==> config.mk <==
export PLATFORM = sky130hd
export DESIGN_NAME = mem_access_stage_flat
export DESIGN_NICKNAME = d
export VERILOG_FILES = /design/src/rtl/mem_access_stage_pkg.sv /design/src/rtl/mem_access_stage_if.sv /design/src/rtl/mem_access_stage_mem_wb.sv /design/src/rtl/mem_access_stage.sv /design/src/flat_wrapper.sv
export SDC_FILE = /design/constraint.sdc
export NUM_CORES = 1
export LEC_CHECK = 0
export ABC_CLOCK_PERIOD_IN_PS = 6600
export BUFFER_PORTS_ARGS = -buffer_cell sky130_fd_sc_hd__buf_2
export CELL_PAD_IN_SITES_DETAIL_PLACEMENT = 0
export CELL_PAD_IN_SITES_GLOBAL_PLACEMENT = 1
export CORE_UTILIZATION = 39
export DETAILED_ROUTE_END_ITERATION = 16
export HOLD_SLACK_MARGIN = 0.08
export PLACE_DENSITY = 0.8
export SLEW_MARGIN = 10
export SYNTH_ARGS = -nofsm -noshare
export SYNTH_HDL_FRONTEND = slang
export SYNTH_SLANG_ARGS = --single-unit
export TNS_END_PERCENT = 1
==> constraint.sdc <==
create_clock -name clk -period 6.6 [get_ports clk]
set_input_delay 0.99 -clock clk [delete_from_list [all_inputs] [get_ports clk]]
set_output_delay 0.99 -clock clk [all_outputs]
set_load 0.005 [all_outputs]
==> src/rtl/mem_access_stage_pkg.sv <==
// Shared pipeline definitions for the memory-access stage: FSM states,
// the bubble PC marker and the register-index width.
package mem_access_stage_pkg;

  typedef enum logic {
    IDLE   = 1'b0,
    ACCESS = 1'b1
  } mem_state_e;

  localparam logic [31:0] BUBBLE_PC = 32'hFFFF_FFFF;
  localparam int          REG_W     = 4;

  function automatic logic [31:0] word_align(input logic [31:0] byte_addr);
    return {byte_addr[31:2], 2'b00};
  endfunction

endpackage

==> src/rtl/mem_access_stage_if.sv <==
// Word-wide data-memory port between the memory-access stage and data memory.
// req rises with addr/we/wdata and holds them stable until the cycle ready is
// high; that cycle completes the access and req drops for at least one cycle.
interface mem_access_stage_if;
    logic        req;
    logic        we;
    logic [31:0] addr;
    logic [31:0] wdata;
    logic        ready;
    logic [31:0] rdata;

    modport master (output req, we, addr, wdata, input ready, rdata);
    modport slave  (input req, we, addr, wdata, output ready, rdata);
endinterface

==> src/rtl/mem_access_stage_mem_wb.sv <==
// MEM/WB pipeline register: always loads, resets to a bubble.
module mem_wb_reg
    import mem_access_stage_pkg::*;
(
    input  logic             clk,
    input  logic             reset,
    input  logic             regwrite_i,
    input  logic [REG_W-1:0] dest_i,
    input  logic [31:0]      data_i,
    input  logic [31:0]      pc_i,
    output logic             regwrite_o,
    output logic [REG_W-1:0] dest_o,
    output logic [31:0]      data_o,
    output logic [31:0]      pc_o
);

    logic             regwrite_q;
    logic [REG_W-1:0] dest_q;
    logic [31:0]      data_q;
    logic [31:0]      pc_q;

    always_ff @(posedge clk or posedge reset) begin
        if (reset) begin
            regwrite_q <= 1'b0;
            dest_q     <= '0;
            data_q     <= '0;
            pc_q       <= BUBBLE_PC;
        end else begin
            regwrite_q <= regwrite_i;
            dest_q     <= dest_i;
            data_q     <= data_i;
            pc_q       <= pc_i;
        end
    end

    assign regwrite_o = regwrite_q;
    assign dest_o     = dest_q;
    assign data_o     = data_q;
    assign pc_o       = pc_q;

endmodule

==> src/rtl/mem_access_stage.sv <==
// Memory-access stage: issues loads/stores on the data-memory port, stalls the
// pipeline while an access is outstanding and feeds the MEM/WB register.
module mem_access_stage
    import mem_access_stage_pkg::*;
#(
    parameter int TIMEOUT = 15
) (
    input  logic                 clk,
    input  logic                 reset,
    input  logic                 ex_memread,
    input  logic                 ex_memwrite,
    input  logic                 ex_wbdata,
    input  logic                 ex_regwrite,
    input  logic [31:0]          ex_alu_result,
    input  logic [31:0]          ex_busb,
    input  logic [REG_W-1:0]     ex_dest,
    input  logic [31:0]          ex_pc,
    output logic                 mem_stall,
    mem_access_stage_if.master   dmem,
    output logic                 wb_regwrite,
    output logic [REG_W-1:0]     wb_dest,
    output logic [31:0]          wb_data,
    output logic [31:0]          wb_pc,
    output logic                 misalign_err,
    output logic                 bus_err,
    output mem_state_e           dbg_state
);

    localparam int              CNT_W    = $clog2(TIMEOUT + 1);
    localparam logic [CNT_W-1:0] CNT_LAST = CNT_W'(TIMEOUT - 1);

    mem_state_e       state_q;
    logic [CNT_W-1:0] cnt_q;
    logic             req_q, we_q, wbdata_q, regwrite_q;
    logic [31:0]      addr_q, wdata_q, pc_q;
    logic [REG_W-1:0] dest_q;
    logic             misalign_q, bus_err_q;

    logic             is_mem, aligned, issue, misalign, timeout_hit;
    logic             wb_regwrite_d;
    logic [REG_W-1:0] wb_dest_d;
    logic [31:0]      wb_data_d, wb_pc_d;

    assign is_mem      = ex_memread | ex_memwrite;
    assign aligned     = (ex_alu_result[1:0] == 2'b00);
    assign issue       = (state_q == IDLE) && is_mem && aligned;
    assign misalign    = (state_q == IDLE) && is_mem && !aligned;
    assign timeout_hit = (cnt_q == CNT_LAST);

    always_comb begin
        if (state_q == IDLE) mem_stall = issue;
        else                 mem_stall = !dmem.ready && !timeout_hit;
    end

    always_comb begin
        wb_regwrite_d = 1'b0;
        wb_dest_d     = ex_dest;
        wb_data_d     = ex_alu_result;
        wb_pc_d       = BUBBLE_PC;
        if (state_q == IDLE) begin
            if (misalign) begin
                wb_pc_d = ex_pc;
            end else if (!issue) begin
                wb_regwrite_d = ex_regwrite;
                wb_pc_d       = ex_pc;
            end
        end else if (dmem.ready) begin
            wb_regwrite_d = regwrite_q;
            wb_dest_d     = dest_q;
            wb_pc_d       = pc_q;
            wb_data_d     = (wbdata_q && !we_q) ? dmem.rdata : addr_q;
        end else if (timeout_hit) begin
            wb_dest_d = dest_q;
            wb_pc_d   = pc_q;
            wb_data_d = addr_q;
        end
    end

    // Stores are latched with regwrite cleared so they never write back.
    always_ff @(posedge clk or posedge reset) begin
        if (reset) begin
            state_q    <= IDLE;
            cnt_q      <= '0;
            req_q      <= 1'b0;
            we_q       <= 1'b0;
            addr_q     <= '0;
            wdata_q    <= '0;
            wbdata_q   <= 1'b0;
            regwrite_q <= 1'b0;
            dest_q     <= '0;
            pc_q       <= BUBBLE_PC;
            misalign_q <= 1'b0;
            bus_err_q  <= 1'b0;
        end else begin
            misalign_q <= misalign;
            bus_err_q  <= 1'b0;
            case (state_q)
                IDLE: begin
                    if (issue) begin
                        req_q      <= 1'b1;
                        we_q       <= ex_memwrite;
                        addr_q     <= word_align(ex_alu_result);
                        wdata_q    <= ex_busb;
                        wbdata_q   <= ex_wbdata;
                        regwrite_q <= ex_regwrite & ~ex_memwrite;
                        dest_q     <= ex_dest;
                        pc_q       <= ex_pc;
                        cnt_q      <= '0;
                        state_q    <= ACCESS;
                    end
                end
                ACCESS: begin
                    if (dmem.ready) begin
                        req_q   <= 1'b0;
                        state_q <= IDLE;
                    end else if (timeout_hit) begin
                        req_q     <= 1'b0;
                        bus_err_q <= 1'b1;
                        state_q   <= IDLE;
                    end else begin
                        cnt_q <= cnt_q + CNT_W'(1);
                    end
                end
                default: state_q <= IDLE;
            endcase
        end
    end

    assign dmem.req     = req_q;
    assign dmem.we      = we_q;
    assign dmem.addr    = addr_q;
    assign dmem.wdata   = wdata_q;
    assign misalign_err = misalign_q;
    assign bus_err      = bus_err_q;
    assign dbg_state    = state_q;

    mem_wb_reg u_mem_wb (
        .clk        (clk),
        .reset      (reset),
        .regwrite_i (wb_regwrite_d),
        .dest_i     (wb_dest_d),
        .data_i     (wb_data_d),
        .pc_i       (wb_pc_d),
        .regwrite_o (wb_regwrite),
        .dest_o     (wb_dest),
        .data_o     (wb_data),
        .pc_o       (wb_pc)
    );

endmodule
==> src/flat_wrapper.sv <==
// flat-port wrapper written by rule: the top's interface ports become plain ports
module mem_access_stage_flat import mem_access_stage_pkg::*;
#(
    parameter int TIMEOUT = 15
)
  (clk, reset, ex_memread, ex_memwrite, ex_wbdata, ex_regwrite, ex_alu_result, ex_busb, ex_dest, ex_pc, mem_stall, wb_regwrite, wb_dest, wb_data, wb_pc, misalign_err, bus_err, dbg_state, dmem_req, dmem_we, dmem_addr, dmem_wdata, dmem_ready, dmem_rdata);
  mem_access_stage_if dmem_i ();
  input  logic clk;
  input  logic reset;
  input  logic ex_memread;
  input  logic ex_memwrite;
  input  logic ex_wbdata;
  input  logic ex_regwrite;
  input  logic [31:0] ex_alu_result;
  input  logic [31:0] ex_busb;
  input  logic [REG_W-1:0] ex_dest;
  input  logic [31:0] ex_pc;
  output logic mem_stall;
  output logic wb_regwrite;
  output logic [REG_W-1:0] wb_dest;
  output logic [31:0] wb_data;
  output logic [31:0] wb_pc;
  output logic misalign_err;
  output logic bus_err;
  output mem_state_e dbg_state;
  output wire logic [$bits(dmem_i.req)-1:0] dmem_req;
  output wire logic [$bits(dmem_i.we)-1:0] dmem_we;
  output wire logic [$bits(dmem_i.addr)-1:0] dmem_addr;
  output wire logic [$bits(dmem_i.wdata)-1:0] dmem_wdata;
  input wire logic [$bits(dmem_i.ready)-1:0] dmem_ready;
  input wire logic [$bits(dmem_i.rdata)-1:0] dmem_rdata;
  assign dmem_req = dmem_i.req;
  assign dmem_we = dmem_i.we;
  assign dmem_addr = dmem_i.addr;
  assign dmem_wdata = dmem_i.wdata;
  assign dmem_i.ready = dmem_ready;
  assign dmem_i.rdata = dmem_rdata;
  mem_access_stage #(.TIMEOUT(TIMEOUT)) u_core (.clk(clk), .reset(reset), .ex_memread(ex_memread), .ex_memwrite(ex_memwrite), .ex_wbdata(ex_wbdata), .ex_regwrite(ex_regwrite), .ex_alu_result(ex_alu_result), .ex_busb(ex_busb), .ex_dest(ex_dest), .ex_pc(ex_pc), .mem_stall(mem_stall), .dmem(dmem_i), .wb_regwrite(wb_regwrite), .wb_dest(wb_dest), .wb_data(wb_data), .wb_pc(wb_pc), .misalign_err(misalign_err), .bus_err(bus_err), .dbg_state(dbg_state));
endmodule
==> results <==
- The area share of the leading cell type in the synthesized netlist is ~40%.
- The number of global-route vias before repair is 5032.
- The post-synthesis compound-gate area fraction is 13.50%.
- The final count of hold timing violations came to 0.
- The total overflow left after global routing is 0.
- The placer congestion estimate is 0.7604.
- The number of cells on the critical path is 5.
- The clock transition at the registers of the reported paths is 70 ps.
- The global-route wire length before repair is 25.71 mm.
- Leaving out fill and tap cells, the most frequent cell in the layout is buf_2.
- In this run the standard cell core region covers 17960 µm².
- Of the cells placed in the final design, the portion with a size suffix greater than 1 is about 60%.
- By area, the combinational part of the netlist is dominated by multiplexers.
- The XOR/XNOR share of the synthesized area is 0%.
- The highest achievable clock rate is 285.1 MHz.
- The detail route stage leaves a number of antenna-violating nets equal to 0.
- After layout, the design draws a total of 3.082 mW.
- The slowest stage of the critical path belongs to the cell a31oi_4.
- Leaving out fill and tap cells, the most frequent cells in the layout are buf_2, dfrtp_1, dfstp_2.
- The average wire per standard cell is roughly 18 µm.
- In this run, post-CTS repair resized a total of 0 instances.
- The number of nets in the final layout is 861.
- Measured in cells, the most critical reg-to-reg path has a length of 5.
- Using the TritonRoute via totals, the vias-per-cell ratio works out to roughly 5.1.
- The final wirelength is 16.98 mm.
- The top fanout value on the critical path is 34.
- Walking the worst path, the cells encountered are inv_1 -> ha_1 -> a31oi_4 -> a2bb2o_1 -> buf_2.
- Buffers placed on the I/O ports in this run total 275.
- After detailed routing, the number of remaining DRC violations is 0.
- The leading register cell type out of synthesis is dfrtp_1.
- 278 I/O pins were placed.
- The clock tree root driver cell is clkbuf_16.
- The total count of max-transition violations in the final report came to 0.
- The critical path is of the flop to output port type.
- The pre-CTS setup slack is 3049 ps.
- The netlist area before placement is 7138 µm².
- STA classifies the critical path startpoint as a flop.
- The ratio of total power to cell area is 335.1 nW/µm².
- TritonCTS created 17 clock buffers.
- Cells fill 51.20% of the core in the end.
- The worst setup path is captured at an output port.
- The combined global-route utilization of all metal layers is 18.07%.
- The count of standard-cell rows is 49.
- The clock net in this run drives a total of 178 sinks.
- The number of instances in the synthesized netlist is roughly 460.
- The total negative setup slack is 0 ps.
- The clock latency on the worst-skew pair is 420 ps.
- The initial utilization of the core area, before any placement, comes to 39.74%.
- After synthesis, the cell types taking the most area are dfrtp_1, dfstp_2, mux2_2, mux2_1, a221o_1.
- STA puts the critical path data required time at about 5600 ps.
- The number of post-CTS setup repair buffers is 0.
- Once routing completed, OpenROAD measured the worst setup slack at 3093 ps.
- The CTS H-tree depth is 4.
- The post-synthesis average cell area is 15.69 µm².
- The sequential element share of the synthesized area is 63.52%.
- The share of flip-flops with an asynchronous set or reset after synthesis is 100.0%.
- Measured along the x axis, the die boundary spans roughly 140 µm.
- The number of buffer and inverter instances along the worst setup path is 2.
- The final count of negative-setup-slack endpoints is 0.
- Detailed placement ended at an HPWL of between 10 and 15 mm.
- The synthesized design contains 0 enable-type register cells.
- The count of max-cap constraint violations is 0.
- The basic-gate share of the synthesized area counting and, or, nand and nor cells is 1.683%.
- The largest net degree at the start of global routing is ~110.
- Setup repair after global routing left no endpoint under its margin.
- STA puts the critical path data arrival time at 2520 ps.
- The worst-case IR drop observed on VDD is 0.0001734 V.
- The initial antenna violation count is 1.
- The worst hold path depth is 1.
- Among cell families on the critical path, the largest total delay comes from compound AO/OA/AOI/OAI gates.
- After clock tree synthesis, the flow added hold-fix buffers numbering 0.
- The maximum buffer depth of the clock tree is 2.
- The detailed router placed 4897 vias in this run.
- The final critical-path required period is 3507 ps.
- For the pin with the worst max-slew slack, the measured transition is roughly 1100 ps.
- The number of fill cells in the layout is approximately 1600.
- The type of the tightest min-delay check is flop to flop.
- In this run the static leakage power is 4.228 nW.
- The largest single stage delay on the critical path is 810 ps.
- The die outline height is 137.3 µm.
- After synthesis, the netlist uses 32 different library cells.
- The flow ran to the end, and the final reports show no timing, DRC or antenna violations.
- Across the routed clock network, the largest skew measured is roughly 8.4 ps.
- After the first detailed-routing iteration, the DRC count stood at 161.
- The mux cell area share after synthesis is 16.95%.
- The total iterations of the first detailed-routing run is 4.
- The area of the die is 18850 µm².
- The leading area contributor after synthesis is dfrtp_1.
- The flip-flop and latch count after synthesis is about 180.
- The CTS tree is built.
- During synthesis, Yosys emitted a total of 0 warnings.
- The part of the cycle the worst path needs is 53.14%.
- Headroom to the max-slew limit came out at 24.85%.
- Relative to the synthesized area, the layout overhead comes to 28.85%.
- Of the total synthesized cell area, the portion taken by full adders, half adders and majority gates is less than 1%.
==> area by class of cell <==
type	instances	area (µm²)	area share, %
well taps	229	286.5	3.115
multi-input cells	237	2344	25.48
clock buffers	18	450.4	4.897
flip-flops and latches	178	4534	49.30
inverters	6	27.53	0.2993
diodes	1	2.502	0.02721
clock inverters	14	138.9	1.510
repair buffers	280	1414	15.37
==> Yosys cell counts (all sizes together), types with 3 or more instances <==
cell type	number
a221o	30
a22o	32
buf	31
clkbuf	4
dfrtp	114
dfstp	64
inv	6
mux2	104
nand2	3
nand2b	3
nand3	4
nor2	5
o21ai	5
o22a	32
o22ai	4
==> flip-flops by register name, indices dropped and copies added, names as in the netlist <==
name,count
u_core.dmem.wdata,32
u_core.pc_q,32
u_core.u_mem_wb.data_o,32
u_core.u_mem_wb.pc_o,32
u_core.dmem.addr,30
u_core.cnt_q,4
u_core.dest_q,4
u_core.u_mem_wb.dest_o,4
u_core.bus_err,1
u_core.dbg_state,1
u_core.dmem.req,1
u_core.dmem.we,1
u_core.misalign_err,1
u_core.regwrite_q,1
u_core.u_mem_wb.regwrite_o,1
u_core.wbdata_q,1
==> report_power, final <==
group | internal, mW | switching (mW) | total [mW]
clock | 0.525 | 0.463 | 0.988
sequential | 1.37 | 0.126 | 1.50
combinational | 0.330 | 0.265 | 0.595
total | 2.23 | 0.853 | 3.08
==> per-stage QoR <==
stage               cells  area [µm²]  hold slack [ps]
floorplan             456        7142            472.5
global placement      930        8606            458.3
detailed placement    930        8606            469.1
CTS                   962        9195            485.1
global route          963        9198            506.1
finish                963        9198            480.6
==> path summary, 6_finish.rpt <==
kind	startpoint	endpoint	slack (ps)
max in group asynchronous	reset	u_core.u_mem_wb.data_o[15]	4440
min in group asynchronous	reset	u_core.dmem.wdata[6]	800
setup / recovery	u_core.cnt_q[0]	mem_stall	3090
setup reg to reg	u_core.cnt_q[0]	u_core.u_mem_wb.dest_o[0]	3650
hold reg to reg	u_core.dmem.req	u_core.dmem.req	480
hold / removal	u_core.dmem.req	u_core.dmem.req	480
==> cells by family after synthesis <==
group | count (synthesis)
buf+inv | 41
compound gates | 107
mux | 106
simple gates | 20
other cells | 1
flops | 178
fa+ha+maj | 2
==> routing by layer <==
metal / vias to the layer above / global-route usage, % / wire length [µm] / share of wire (%)
met3: 24 / 4.562 / 1103 / 6.5
li1: 2233 / - / - / -
met2: 188 / 30.78 / 8849 / 52
met5: - / 0 / 0 / 0
met4: 0 / 7.753 / 318 / 1.9
met1: 2452 / 21.64 / 6704 / 39
Note: power is estimated with default switching activity, not from simulation.
